`config.mk`:
```
export PLATFORM = sky130hd
export DESIGN_NAME = lsu_resp
export DESIGN_NICKNAME = d
export VERILOG_FILES = /design/src/rtl/super_pkg.sv /design/src/rtl/lsu_resp_fifo.sv /design/src/rtl/lsu_resp.sv
export SDC_FILE = /design/constraint.sdc
export NUM_CORES = 1
export LEC_CHECK = 0
export CORE_MARGIN = 2
export CORE_UTILIZATION = 45
export DETAILED_ROUTE_END_ITERATION = 16
export PLACE_DENSITY = 0.88
export SLEW_MARGIN = 20
export SYNTH_ARGS = -nofsm -noshare
export SYNTH_HDL_FRONTEND = slang
export SYNTH_SLANG_ARGS = --single-unit
```
`constraint.sdc`:
```
create_clock -name clk_i -period 4.4 [get_ports clk_i]
set_input_delay 0.88 -clock clk_i [delete_from_list [all_inputs] [get_ports clk_i]]
set_output_delay 0.88 -clock clk_i [all_outputs]
set_load 0.01 [all_outputs]
```
`src/rtl/super_pkg.sv`:
```
// Shared types for the LSU responder: request/response bundles, data_type
// encodings, tracker entry layout and the byte-lane helper functions.
package super_pkg;

    localparam int unsigned MEM_TAG = 64;

    localparam logic [1:0] DT_BYTE = 2'b00;
    localparam logic [1:0] DT_HALF = 2'b01;
    localparam logic [1:0] DT_WORD = 2'b10;

    typedef struct packed {
        logic [31:0] addr;
        logic        rf_we;
        logic        is_cap;
        logic [2:0]  data_type;
        logic [64:0] wdata;
        logic        cheri_err;
        logic        align_err_only;
        logic [4:0]  cheri_cause;
        logic [4:0]  rf_waddr;
    } lsu_req_info_t;

    typedef struct packed {
        logic        valid;
        logic        is_load;
        logic [4:0]  rf_waddr;
        logic [64:0] rdata;
        logic        err;
        logic [4:0]  cheri_cause;
    } lsu_resp_t;

    typedef struct packed {
        logic       is_load;
        logic       is_cap;
        logic [1:0] offset;
        logic [2:0] dtype;
        logic [4:0] rf_waddr;
        logic       local_err;
        logic [4:0] cause;
    } trk_entry_t;

    typedef enum logic {
        S_IDLE  = 1'b0,
        S_BEAT1 = 1'b1
    } lsu_state_e;

    function automatic logic [3:0] be_gen(input logic [1:0] size, input logic [1:0] offset);
        logic [3:0] mask;
        case (size)
            DT_BYTE: mask = 4'b0001;
            DT_HALF: mask = 4'b0011;
            default: mask = 4'b1111;
        endcase
        return mask << offset;
    endfunction

    function automatic logic [31:0] wdata_rep(input logic [1:0] size, input logic [31:0] wdata);
        case (size)
            DT_BYTE: return {4{wdata[7:0]}};
            DT_HALF: return {2{wdata[15:0]}};
            default: return wdata;
        endcase
    endfunction

    // dtype[2] set selects zero-extension, clear selects sign-extension.
    function automatic logic [31:0] load_fmt(input logic [31:0] rdata, input logic [1:0] offset,
                                             input logic [2:0] dtype);
        logic [31:0] shifted;
        logic        sx;
        shifted = rdata >> {offset, 3'b000};
        case (dtype[1:0])
            DT_BYTE: begin
                sx = ~dtype[2] & shifted[7];
                return {{24{sx}}, shifted[7:0]};
            end
            DT_HALF: begin
                sx = ~dtype[2] & shifted[15];
                return {{16{sx}}, shifted[15:0]};
            end
            default: return shifted;
        endcase
    endfunction

endpackage

```
`src/rtl/lsu_resp_fifo.sv`:
```
// Outstanding-transaction tracker: small FIFO with a combinational head so
// the response path can answer in the rvalid cycle.
module lsu_resp_fifo
    import super_pkg::*;
#(
    parameter int unsigned Depth = 2
) (
    input  logic       clk_i,
    input  logic       rst_ni,
    input  logic       i_push,
    input  trk_entry_t i_entry,
    input  logic       i_pop,
    output logic       o_full,
    output logic       o_empty,
    output trk_entry_t o_head
);

    localparam int unsigned PtrW = $clog2(Depth);
    localparam int unsigned CntW = $clog2(Depth + 1);

    trk_entry_t      r_mem [Depth];
    logic [PtrW-1:0] r_wptr;
    logic [PtrW-1:0] r_rptr;
    logic [CntW-1:0] r_count;

    // Explicit wrap so non-power-of-two depths stay modulo Depth.
    function automatic logic [PtrW-1:0] ptr_inc(input logic [PtrW-1:0] p);
        return (p == PtrW'(Depth - 1)) ? '0 : p + 1'b1;
    endfunction

    always_ff @(posedge clk_i or negedge rst_ni) begin
        if (!rst_ni) begin
            r_wptr  <= '0;
            r_rptr  <= '0;
            r_count <= '0;
        end else begin
            if (i_push) r_wptr <= ptr_inc(r_wptr);
            if (i_pop)  r_rptr <= ptr_inc(r_rptr);
            case ({i_push, i_pop})
                2'b10:   r_count <= r_count + 1'b1;
                2'b01:   r_count <= r_count - 1'b1;
                default: ;
            endcase
        end
    end

    always_ff @(posedge clk_i) begin
        if (i_push) r_mem[r_wptr] <= i_entry;
    end

    assign o_head  = r_mem[r_rptr];
    assign o_full  = (r_count == CntW'(Depth));
    assign o_empty = (r_count == '0);

endmodule

```
`src/rtl/lsu_resp.sv`:
```
// LSU responder: issues requests on the data bus (one or two beats), tracks
// outstanding transactions and returns formatted load data in order.
module lsu_resp
    import super_pkg::*;
#(
    parameter logic        CHERIoTEn      = 1'b1,
    parameter int unsigned MaxOutstanding = 2
) (
    input  logic          clk_i,
    input  logic          rst_ni,
    input  logic          lsu_req_i,
    input  lsu_req_info_t lsu_req_info_i,
    output logic          lsu_req_done_o,
    output logic          data_req_o,
    input  logic          data_gnt_i,
    output logic          data_we_o,
    output logic [3:0]    data_be_o,
    output logic [31:0]   data_addr_o,
    output logic [32:0]   data_wdata_o,
    input  logic          data_rvalid_i,
    input  logic [32:0]   data_rdata_i,
    input  logic          data_err_i,
    output logic          resp_valid_o,
    output logic          resp_is_load_o,
    output logic [4:0]    resp_rf_waddr_o,
    output logic [64:0]   resp_rdata_o,
    output logic          resp_err_o,
    output logic [4:0]    resp_cheri_cause_o,
    output logic          busy_o
);

    lsu_state_e r_state, w_state_next;
    logic       w_full, w_empty, w_push, w_pop, w_beat1, w_stage_beat, w_is_cap;
    logic       w_cap_err;
    trk_entry_t w_push_entry, w_head;
    lsu_resp_t  w_rsp;

    logic        r_stage_valid;
    logic [31:0] r_stage_lo;
    logic        r_stage_tag;
    logic        r_stage_err;

    assign w_is_cap = CHERIoTEn & lsu_req_info_i.is_cap;

    always_comb begin
        w_state_next   = r_state;
        lsu_req_done_o = 1'b0;
        data_req_o     = 1'b0;
        w_push         = 1'b0;
        w_beat1        = 1'b0;
        case (r_state)
            S_IDLE: begin
                // Faulted requests need a tracker slot too, so they also wait on full.
                if (lsu_req_i && lsu_req_info_i.cheri_err && !w_full) begin
                    lsu_req_done_o = 1'b1;
                    w_push         = 1'b1;
                end else if (lsu_req_i && !lsu_req_info_i.cheri_err && !w_full) begin
                    data_req_o = 1'b1;
                    if (data_gnt_i) begin
                        if (w_is_cap) begin
                            w_state_next = S_BEAT1;
                        end else begin
                            lsu_req_done_o = 1'b1;
                            w_push         = 1'b1;
                        end
                    end
                end
            end
            S_BEAT1: begin
                data_req_o = 1'b1;
                w_beat1    = 1'b1;
                if (data_gnt_i) begin
                    lsu_req_done_o = 1'b1;
                    w_push         = 1'b1;
                    w_state_next   = S_IDLE;
                end
            end
            default: w_state_next = S_IDLE;
        endcase
    end

    assign data_we_o   = data_req_o & ~lsu_req_info_i.rf_we;
    assign data_addr_o = data_req_o ? ({lsu_req_info_i.addr[31:2], 2'b00} + (w_beat1 ? 32'd4 : 32'd0))
                                    : 32'd0;
    assign data_be_o   = !data_req_o ? 4'h0 :
                         w_is_cap    ? 4'hF :
                         be_gen(lsu_req_info_i.data_type[1:0], lsu_req_info_i.addr[1:0]);
    assign data_wdata_o = !data_req_o ? 33'd0 :
                          w_is_cap    ? {lsu_req_info_i.wdata[MEM_TAG],
                                         w_beat1 ? lsu_req_info_i.wdata[63:32] : lsu_req_info_i.wdata[31:0]} :
                          {1'b0, wdata_rep(lsu_req_info_i.data_type[1:0], lsu_req_info_i.wdata[31:0])};

    always_comb begin
        w_push_entry.is_load   = lsu_req_info_i.rf_we;
        w_push_entry.is_cap    = w_is_cap;
        w_push_entry.offset    = lsu_req_info_i.addr[1:0];
        w_push_entry.dtype     = lsu_req_info_i.data_type;
        w_push_entry.rf_waddr  = lsu_req_info_i.rf_waddr;
        w_push_entry.local_err = lsu_req_info_i.cheri_err;
        // Pure alignment faults are not capability violations and report cause 0.
        w_push_entry.cause     = (lsu_req_info_i.cheri_err && !lsu_req_info_i.align_err_only)
                                 ? lsu_req_info_i.cheri_cause : 5'd0;
    end

    lsu_resp_fifo #(.Depth(MaxOutstanding)) u_fifo (
        .clk_i   (clk_i),
        .rst_ni  (rst_ni),
        .i_push  (w_push),
        .i_entry (w_push_entry),
        .i_pop   (w_pop),
        .o_full  (w_full),
        .o_empty (w_empty),
        .o_head  (w_head)
    );

    always_comb begin
        w_rsp        = '0;
        w_pop        = 1'b0;
        w_stage_beat = 1'b0;
        w_cap_err    = r_stage_err | data_err_i;
        if (!w_empty) begin
            if (w_head.local_err) begin
                w_rsp.valid       = 1'b1;
                w_rsp.is_load     = w_head.is_load;
                w_rsp.rf_waddr    = w_head.rf_waddr;
                w_rsp.err         = 1'b1;
                w_rsp.cheri_cause = w_head.cause;
                w_pop             = 1'b1;
            end else if (data_rvalid_i) begin
                if (w_head.is_cap && !r_stage_valid) begin
                    w_stage_beat = 1'b1;
                end else begin
                    w_rsp.valid    = 1'b1;
                    w_rsp.is_load  = w_head.is_load;
                    w_rsp.rf_waddr = w_head.rf_waddr;
                    w_pop          = 1'b1;
                    if (w_head.is_cap) begin
                        w_rsp.err = w_cap_err;
                        if (w_head.is_load)
                            w_rsp.rdata = {r_stage_tag & data_rdata_i[32] & ~w_cap_err,
                                           data_rdata_i[31:0], r_stage_lo};
                    end else begin
                        w_rsp.err = data_err_i;
                        if (w_head.is_load)
                            w_rsp.rdata = {33'd0, load_fmt(data_rdata_i[31:0], w_head.offset, w_head.dtype)};
                    end
                end
            end
        end
    end

    always_ff @(posedge clk_i or negedge rst_ni) begin
        if (!rst_ni) begin
            r_state       <= S_IDLE;
            r_stage_valid <= 1'b0;
            r_stage_lo    <= '0;
            r_stage_tag   <= 1'b0;
            r_stage_err   <= 1'b0;
        end else begin
            r_state <= w_state_next;
            if (w_stage_beat) begin
                r_stage_valid <= 1'b1;
                r_stage_lo    <= data_rdata_i[31:0];
                r_stage_tag   <= data_rdata_i[32];
                r_stage_err   <= data_err_i;
            end else if (w_pop) begin
                r_stage_valid <= 1'b0;
            end
        end
    end

    assign resp_valid_o       = w_rsp.valid;
    assign resp_is_load_o     = w_rsp.is_load;
    assign resp_rf_waddr_o    = w_rsp.rf_waddr;
    assign resp_rdata_o       = w_rsp.rdata;
    assign resp_err_o         = w_rsp.err;
    assign resp_cheri_cause_o = w_rsp.cheri_cause;
    assign busy_o             = ~w_empty | (r_state == S_BEAT1);

    a_rvalid_tracked: assert property (@(posedge clk_i) disable iff (!rst_ni)
        data_rvalid_i |-> !w_empty);
    a_req_stable: assert property (@(posedge clk_i) disable iff (!rst_ni)
        (lsu_req_i && !lsu_req_done_o) |=> (lsu_req_i && $stable(lsu_req_info_i)));

endmodule

```
==> flow_results.xml, run 1 <==
<?xml version="1.0" encoding="UTF-8"?>
<metrics>
  <group name="run_status">
    <metric name="status" unit="">finished, final reports clean</metric>
  </group>
  <group name="yosys">
    <metric name="synth_top_flop_cell" unit="">dfrtp_1</metric>
    <metric name="number_of_flops_mapped_to_enable_cells_by_yosys" unit="">36</metric>
    <metric name="synthMuxAreaShare" unit="%">15.55</metric>
    <metric name="async_reset_ff_share" unit="%">52.63</metric>
    <metric name="synth_area" unit="sq um">6220</metric>
    <metric name="synth_warnings" unit="">0</metric>
    <metric name="synthesized_area_fraction_occupied_by_xor_and_xnor_cells" unit="%">4.647</metric>
    <metric name="yosys_register_bits" unit="">76</metric>
    <metric name="syn-instance-count" unit="">714</metric>
    <metric name="synth.avg_cell_area" unit="sq um">8.711</metric>
    <metric name="synth_cell_types" unit="">53</metric>
    <metric name="sequential_fraction_of_the_synthesis_area" unit="%">33.47</metric>
    <metric name="synth_top_family_by_area" unit="">simple AND/OR/NAND/NOR gates</metric>
    <metric name="synthAdderAreaFrac" unit="%">0.6035</metric>
    <metric name="synth-compound-area-share" unit="%">19.61</metric>
    <metric name="post_synth_and_or_nand_nor_area_fraction" unit="%">20.98</metric>
  </group>
  <group name="grt">
    <metric name="first_global_vias" unit="">6645</metric>
    <metric name="grtUsageTotal" unit="%">30.12</metric>
    <metric name="grt_overflow" unit="">0</metric>
    <metric name="antenna_found_initial" unit="">6</metric>
    <metric name="grt_first_pass_wirelength" unit="um">34420</metric>
    <metric name="grt_start_max_net_pins" unit="">44</metric>
  </group>
  <group name="sta">
    <metric name="number_of_endpoints_failing_setup_at_the_final_stage" unit="">0</metric>
    <metric name="slew_violations" unit="">0</metric>
    <metric name="unrepaired_setup_endpoints_after_global_routing" unit="">false</metric>
    <metric name="worst_pin_slew" unit="ps">999.7</metric>
    <metric name="max_clock_freq" unit="MHz">240.0</metric>
    <metric name="worst_clock_skew" unit="ps">7.113</metric>
    <metric name="slew-limit-headroom" unit="%">33.15</metric>
    <metric name="totalNegativeSetupSlack" unit="ps">0</metric>
    <metric name="period_needed" unit="ps">4167</metric>
    <metric name="report.final.hold_viol_count" unit="">0</metric>
    <metric name="final.period_utilization" unit="%">94.71</metric>
  </group>
  <group name="worst_setup_path">
    <metric name="worst_setup_path_end_kind" unit="">primary output</metric>
    <metric name="setup.worst_path.class" unit="">in -&gt; out</metric>
    <metric name="worst_ep_required" unit="ps">3520</metric>
    <metric name="path_common_cell" unit="">clkdlybuf4s50_1</metric>
    <metric name="crit_path_max_fanout" unit="">16</metric>
    <metric name="worst-endpoint-arrival" unit="ps">3290</metric>
    <metric name="critPathLaunchType" unit="">input pin</metric>
    <metric name="cells_along_the_critical_path" unit="">clkdlybuf4s50_1 -&gt; nor2_1 -&gt; o32a_1 -&gt; o22ai_2 -&gt; a221oi_2 -&gt; buf_4 -&gt; o41ai_1 -&gt; clkdlybuf4s50_1</metric>
    <metric name="buffers_inverters_on_critical_path" unit="">3</metric>
    <metric name="critPathSlowestCell" unit="">clkdlybuf4s50_1</metric>
    <metric name="cpLargestDelayFamily" unit="">buffers and inverters</metric>
    <metric name="worst_path_largest_cell_delay" unit="ps">610</metric>
  </group>
  <group name="hold_path">
    <metric name="holdCritPathClass" unit="">reg -&gt; reg</metric>
  </group>
  <group name="layout">
    <metric name="summed_area_of_non_filler_cells_in_the_final_layout" unit="sq um">9833</metric>
    <metric name="final_nets" unit="">1157</metric>
    <metric name="fill_cells" unit="">989</metric>
    <metric name="most_common_cell_after_layout_fill_and_taps_aside" unit="">clkdlybuf4s50_1</metric>
    <metric name="layout.cells.most_common_list" unit="">clkdlybuf4s50_1, nor2_1, a211oi_1, mux2i_1, nand2_1</metric>
    <metric name="flow.area_growth_from_synthesis" unit="%">58.10</metric>
    <metric name="drive_gt1_share" unit="%">6.958</metric>
  </group>
  <group name="clock_tree">
    <metric name="cts_buffer_depth" unit="">2</metric>
    <metric name="htreeDepth" unit="">3</metric>
    <metric name="cts_tree" unit="">built</metric>
    <metric name="clk-insertion-delay-late" unit="ps">340</metric>
    <metric name="clk_pin_slew_worst_paths" unit="ps">60</metric>
    <metric name="cts.sink_count" unit="">76</metric>
    <metric name="cts-hold-fix-buffers" unit="">0</metric>
    <metric name="cts_made_buffers" unit="">9</metric>
    <metric name="clockRootBuffer" unit="">clkbuf_16</metric>
    <metric name="cts_resized" unit="">0</metric>
  </group>
  <group name="route">
    <metric name="avgRoutedWirePerCell" unit="um">19.41</metric>
    <metric name="initialDrtViolationCount" unit="">622</metric>
    <metric name="avgViaCountPerCell" unit="">5.764</metric>
    <metric name="met1_length" unit="um">8340</metric>
    <metric name="met2WireLength" unit="um">11800</metric>
    <metric name="wl" unit="um">23050</metric>
    <metric name="route.antenna.remaining_nets" unit="">0</metric>
    <metric name="routed.top_layer" unit="">met4</metric>
    <metric name="first_pass_iters" unit="">5</metric>
    <metric name="met3WireLength" unit="um">2098</metric>
    <metric name="drt_drc" unit="">0</metric>
    <metric name="vias" unit="">6848</metric>
  </group>
  <group name="floorplanning">
    <metric name="coreArea" unit="sq um">13350</metric>
    <metric name="num_io_pins" unit="">304</metric>
    <metric name="chipHeight" unit="um">121.6</metric>
    <metric name="start_util" unit="%">46.60</metric>
    <metric name="std_cell_rows" unit="">42</metric>
    <metric name="die_x" unit="um">121.6</metric>
    <metric name="die_area" unit="sq um">14780</metric>
  </group>
  <group name="placed_design">
    <metric name="detailed_place_hpwl" unit="um">17650</metric>
    <metric name="placement.io_buffers" unit="">301</metric>
    <metric name="gp_congestion" unit="">0.9411</metric>
    <metric name="post_dp_cell_area" unit="sq um">9472</metric>
  </group>
  <group name="power">
    <metric name="switching_share" unit="%">37.73</metric>
    <metric name="internal_power" unit="mW">2.607</metric>
    <metric name="power.leakage" unit="nW">3.622</metric>
    <metric name="sequentialPowerShare" unit="%">27.5</metric>
    <metric name="power.switching" unit="mW">1.579</metric>
    <metric name="power.share.combinational" unit="%">52.8</metric>
    <metric name="clockPowerShare" unit="%">19.7</metric>
    <metric name="pwr_dens" unit="nW/um^2">425.7</metric>
    <metric name="power.ir.vdd_worst" unit="mV">0.2301</metric>
  </group>
  <group name="run">
    <metric name="maxCapViolations" unit="">0</metric>
  </group>
</metrics>
-- cells in the mapped netlist, types with 23 or more instances --
library cell / number / area, sq um
nor2_1: 75 / 281.5
a211oi_1: 56 / 420.4
mux2i_1: 55 / 550.5
nand2_1: 51 / 191.4
a21oi_1: 49 / 245.2
and2_1: 41 / 256.5
dfrtp_1: 40 / 1001
nand3_1: 38 / 190.2
edfxtp_1: 36 / 1081
clkbuf_1: 32 / 120.1
mux2_1: 29 / 326.6
xor2_1: 25 / 219.0
nor2b_1: 23 / 143.9
-- cells by family after synthesis --
family                     count (synthesis)
and+or+nand+nor                          260
DFF                                       76
AOI/OAI and AO/OA                        176
adders and majority gates                  3
muxes                                     92
buffers and inverters                     73
other                                      1
xor gates and xnor gates                  33
-- flip-flops by register name (all words and copies together), names as in the netlist --
| signal | count |
|---|---|
| r_stage_tag | 1 |
| u_fifo.r_rptr | 1 |
| r_stage_err | 1 |
| r_stage_valid | 1 |
| u_fifo.r_wptr | 1 |
| u_fifo.r_count | 2 |
| r_state | 1 |
| u_fifo.r_mem | 36 |
| r_stage_lo | 32 |
-- final cells by class --
class / count / area (sq um) / share of cell area, %
Multi-Input combinational cell: 566 / 3854 / 39.19
Timing Repair Buffer: 329 / 3251 / 33.06
Sequential cell: 76 / 2083 / 21.19
Clock buffer: 13 / 271.5 / 2.761
Tap cell: 176 / 220.2 / 2.239
Inverter: 19 / 71.32 / 0.7253
Clock inverter: 3 / 67.56 / 0.6871
Antenna cell: 6 / 15.01 / 0.1527
-- power groups by stage --
stage,Clock [mW],Combinational [mW],Sequential [mW]
final,0.826,2.21,1.15
after detailed placement,0,2.18,1.16
after global routing,0.867,2.38,1.18
after CTS,0.832,2.20,1.14
after floorplan,0,1.30,1.10
after global placement,0,2.14,1.14
-- worst reg2reg max path, stage by stage (launching register included) --
cell and delay (ps):
dfrtp_2 380, buf_4 470, inv_1 140, o21a_1 140, o32ai_1 280, nor2b_1 650, buf_4 330
-- worst paths after layout --
kind / start / end / slack [ps] / cells after the start
max: data_rdata_i[7] / resp_rdata_o[25] / 230 / 8
min: r_stage_lo[8] / r_stage_lo[8] / 480 / 1
max reg2reg: r_state / u_fifo.r_mem[0][10] / 1700 / 6
min reg2reg: r_stage_lo[8] / r_stage_lo[8] / 480 / 1
max in group asynchronous: rst_ni / r_state / 3040 / 1
min in group asynchronous: rst_ni / r_stage_lo[4] / 690 / 1
-- routing by layer --
| layer | vias to the layer above | track usage [%] |
|---|---|---|
| met2 | 340 | 53.83 |
| met1 | 3262 | 33.52 |
| met3 | 59 | 7.350 |
| li1 | 3187 | - |
| met5 | - | 0 |
| met4 | 0 | 14.58 |
-- per-stage QoR --
step	hold WS, ps	setup WS, ps	power (mW)	std cells	util [%]
after detailed placement	470.7	247.2	3.335	1165	70.96
after global routing	496.8	86.39	4.425	1188	73.67
after global placement	461.6	298.3	3.285	1165	70.96
final	480.5	232.9	4.186	1188	73.67
after floorplan	452.5	1075	2.398	715	-
after CTS	484.0	217.3	4.174	1181	73.50
-- repair_timing --
item | 4_1_cts | 5_1_grt
buffers inserted | 0 | 1
endpoints found under the hold margin | 0 | 0
endpoints found under the setup margin | 0 | 2
Power figures use the tool's default switching activity.
==> run 2: changes to the inputs <==
MAX_ROUTING_LAYER = met4   (was unset)
==> run 2 against run 1 <==
Effect of this change: first-iteration DRC count is 1.6% higher; cell count grew 0.17%; non-clock buffer count is 4 higher; critical path depth stayed put; fmax is 2.5% lower; global-route usage is 1.1 points higher; flip-flop and latch count is the same; combinational power is essentially flat; register-to-register slack improved by 120 ps; setup slack got worse by 110 ps; power down 3.5%; largest power group unchanged; highest routed layer unchanged.
==> flow_results.xml, run 2 (same netlist as run 1, synthesis figures left out) <==
<?xml version="1.0" encoding="UTF-8"?>
<metrics>
  <group name="route">
    <metric name="route.antenna.remaining_nets" unit="">0</metric>
    <metric name="first_pass_iters" unit="">5</metric>
    <metric name="wl" unit="um">23100</metric>
    <metric name="initialDrtViolationCount" unit="">632</metric>
    <metric name="avgRoutedWirePerCell" unit="um">19.41</metric>
    <metric name="drt_drc" unit="">0</metric>
    <metric name="vias" unit="">6916</metric>
    <metric name="avgViaCountPerCell" unit="">5.812</metric>
  </group>
  <group name="clock_tree">
    <metric name="clockRootBuffer" unit="">clkbuf_16</metric>
    <metric name="htreeDepth" unit="">3</metric>
    <metric name="cts_made_buffers" unit="">9</metric>
    <metric name="clk-insertion-delay-late" unit="ps">340</metric>
    <metric name="cts-hold-fix-buffers" unit="">0</metric>
    <metric name="cts_resized" unit="">0</metric>
    <metric name="cts_tree" unit="">built</metric>
    <metric name="clk_pin_slew_worst_paths" unit="ps">60</metric>
    <metric name="cts.sink_count" unit="">76</metric>
    <metric name="cts_post_setup_buffers_inserted" unit="">0</metric>
    <metric name="cts_buffer_depth" unit="">2</metric>
  </group>
  <group name="worst_setup_path">
    <metric name="setup.worst_path.class" unit="">in -&gt; out</metric>
    <metric name="worst_ep_required" unit="ps">3520</metric>
    <metric name="cells_along_the_critical_path" unit="">clkdlybuf4s50_1 -&gt; nor2b_1 -&gt; o32ai_1 -&gt; a21oi_1 -&gt; a221oi_2 -&gt; buf_4 -&gt; o41ai_1 -&gt; clkdlybuf4s50_1</metric>
    <metric name="critPathSlowestCell" unit="">clkdlybuf4s50_1</metric>
    <metric name="critPathLaunchType" unit="">input pin</metric>
    <metric name="worst_path_largest_cell_delay" unit="ps">620</metric>
    <metric name="crit_path_max_fanout" unit="">16</metric>
    <metric name="path_common_cell" unit="">clkdlybuf4s50_1</metric>
    <metric name="worst_setup_path_end_kind" unit="">primary output</metric>
    <metric name="worst-endpoint-arrival" unit="ps">3390</metric>
  </group>
  <group name="floorplanning">
    <metric name="die_x" unit="um">121.6</metric>
    <metric name="die_area" unit="sq um">14780</metric>
    <metric name="chipHeight" unit="um">121.6</metric>
    <metric name="std_cell_rows" unit="">42</metric>
    <metric name="start_util" unit="%">46.60</metric>
    <metric name="coreArea" unit="sq um">13350</metric>
    <metric name="num_io_pins" unit="">304</metric>
  </group>
  <group name="grt">
    <metric name="first_global_vias" unit="">6642</metric>
    <metric name="grt_overflow" unit="">0</metric>
    <metric name="antenna_found_initial" unit="">4</metric>
    <metric name="grt_start_max_net_pins" unit="">41</metric>
    <metric name="grtUsageTotal" unit="%">31.24</metric>
    <metric name="grt_first_pass_wirelength" unit="um">34820</metric>
  </group>
  <group name="placed_design">
    <metric name="placement.io_buffers" unit="">301</metric>
    <metric name="preCtsSetupSlack" unit="ps">201.3</metric>
    <metric name="gp_congestion" unit="">0.9642</metric>
    <metric name="place.detailed.instances" unit="">1170</metric>
    <metric name="detailed_place_hpwl" unit="um">17860</metric>
  </group>
  <group name="layout">
    <metric name="largest_register_ff_count" unit="">36</metric>
    <metric name="fill_cells" unit="">1024</metric>
    <metric name="post-route-util" unit="%">73.16</metric>
    <metric name="final_nets" unit="">1161</metric>
    <metric name="drive_gt1_share" unit="%">7.228</metric>
    <metric name="layout.cells.most_common_list" unit="">clkdlybuf4s50_1, nor2_1, a211oi_1, mux2i_1, nand2_1</metric>
    <metric name="most_common_cell_after_layout_fill_and_taps_aside" unit="">clkdlybuf4s50_1</metric>
    <metric name="flow.area_growth_from_synthesis" unit="%">57.01</metric>
    <metric name="max_flop_register" unit="">u_fifo.r_mem</metric>
    <metric name="final-instance-count-excl-fill" unit="">1190</metric>
    <metric name="reg_top3" unit="">u_fifo.r_mem: 36 flops, r_stage_lo: 32 flops, u_fifo.r_count: 2 flops</metric>
  </group>
  <group name="sta">
    <metric name="report.final.hold_viol_count" unit="">0</metric>
    <metric name="hold_slack" unit="ps">478.2</metric>
    <metric name="worst_pin_slew" unit="ps">959.7</metric>
    <metric name="slew-limit-headroom" unit="%">35.83</metric>
    <metric name="period_needed" unit="ps">4273</metric>
    <metric name="worst_slack" unit="ps">126.7</metric>
    <metric name="totalNegativeSetupSlack" unit="ps">0</metric>
    <metric name="worst_clock_skew" unit="ps">5.813</metric>
    <metric name="number_of_endpoints_failing_setup_at_the_final_stage" unit="">0</metric>
    <metric name="unrepaired_setup_endpoints_after_global_routing" unit="">false</metric>
    <metric name="slew_violations" unit="">0</metric>
    <metric name="max_clock_freq" unit="MHz">234.0</metric>
    <metric name="final.period_utilization" unit="%">97.12</metric>
  </group>
  <group name="hold_path">
    <metric name="holdCritPathClass" unit="">reg -&gt; reg</metric>
  </group>
  <group name="power">
    <metric name="clockPowerShare" unit="%">16.7</metric>
    <metric name="pwr_dens" unit="nW/um^2">413.7</metric>
    <metric name="internal_power" unit="mW">2.452</metric>
    <metric name="power.leakage" unit="nW">3.603</metric>
    <metric name="power.ir.vdd_worst" unit="mV">0.2175</metric>
    <metric name="sequentialPowerShare" unit="%">28.5</metric>
    <metric name="power.share.combinational" unit="%">54.8</metric>
    <metric name="switching_share" unit="%">39.31</metric>
    <metric name="power.switching" unit="mW">1.588</metric>
  </group>
  <group name="run">
    <metric name="maxCapViolations" unit="">0</metric>
  </group>
  <group name="run_status">
    <metric name="status" unit="">finished, final reports clean</metric>
  </group>
</metrics>
[run 2: cell types whose count changed in the layout (fill, tap and decap cells not counted)]
cell,before,now
buf_4,25,31
clkbuf_16,10,9
clkinv_1,0,1
bufinv_16,2,0
clkinv_4,0,1
diode_2,6,4
clkinv_2,0,1
buf_12,3,1
[run 2: power by group through the flow]
stage                     sequential [mW]  combinational [mW]  clock, mW
final                                1.15                2.22      0.673
after CTS                            1.15                2.21      0.677
after detailed placement             1.16                2.19          0
after global placement               1.14                2.15          0
after global routing                 1.18                2.38      0.714
after floorplan                      1.10                1.30          0
[run 2: path summary, 6_finish.rpt]
check / slack, ps / to / cells past startpoint / from
worst max register to register: 1820 / u_fifo.r_mem[1][14] / 5 / r_state
min in group asynchronous: 690 / r_stage_lo[4] / 1 / rst_ni
max in group asynchronous: 3050 / r_state / 1 / rst_ni
worst max-delay path: 130 / resp_rdata_o[24] / 8 / data_rdata_i[31]
worst min-delay path: 480 / r_stage_lo[8] / 1 / r_stage_lo[8]
worst min register to register: 480 / r_stage_lo[8] / 1 / r_stage_lo[8]
[run 2: stage by stage]
step	instance area [sq um]	power, mW
detailed placement	9484	3.345
CTS	9756	4.027
floorplan	6223	2.398
finish	9766	4.041
global placement	9484	3.284
global route	9766	4.273
[run 2: layout make-up]
class / count / area [sq um] / share of cell area, %
Inverter: 19 / 71.32 / 0.7303
Clock inverter: 4 / 25.02 / 0.2562
Tap cell: 176 / 220.2 / 2.255
Antenna cell: 4 / 10.01 / 0.1025
Sequential cell: 76 / 2083 / 21.33
Clock buffer: 12 / 246.5 / 2.524
Multi-Input combinational cell: 566 / 3854 / 39.46
Timing Repair Buffer: 333 / 3256 / 33.34
[run 2: critical path: cells and delay by family]
| family | cells | cell delay (ps) |
|---|---|---|
| AO/OA/AOI/OAI | 4 | 910 |
| buffers and inverters | 3 | 1430 |
| AND/OR/NAND/NOR | 1 | 170 |
[run 2: metal layers]
metal / routed length, um / track usage [%] / vias up
met2: 11910 / 54.71 / 360
li1: - / - / 3203
met4: 837 / 12.57 / 0
met1: 8444 / 34.75 / 3299
met5: 0 / - / -
met3: 1903 / 6.601 / 54
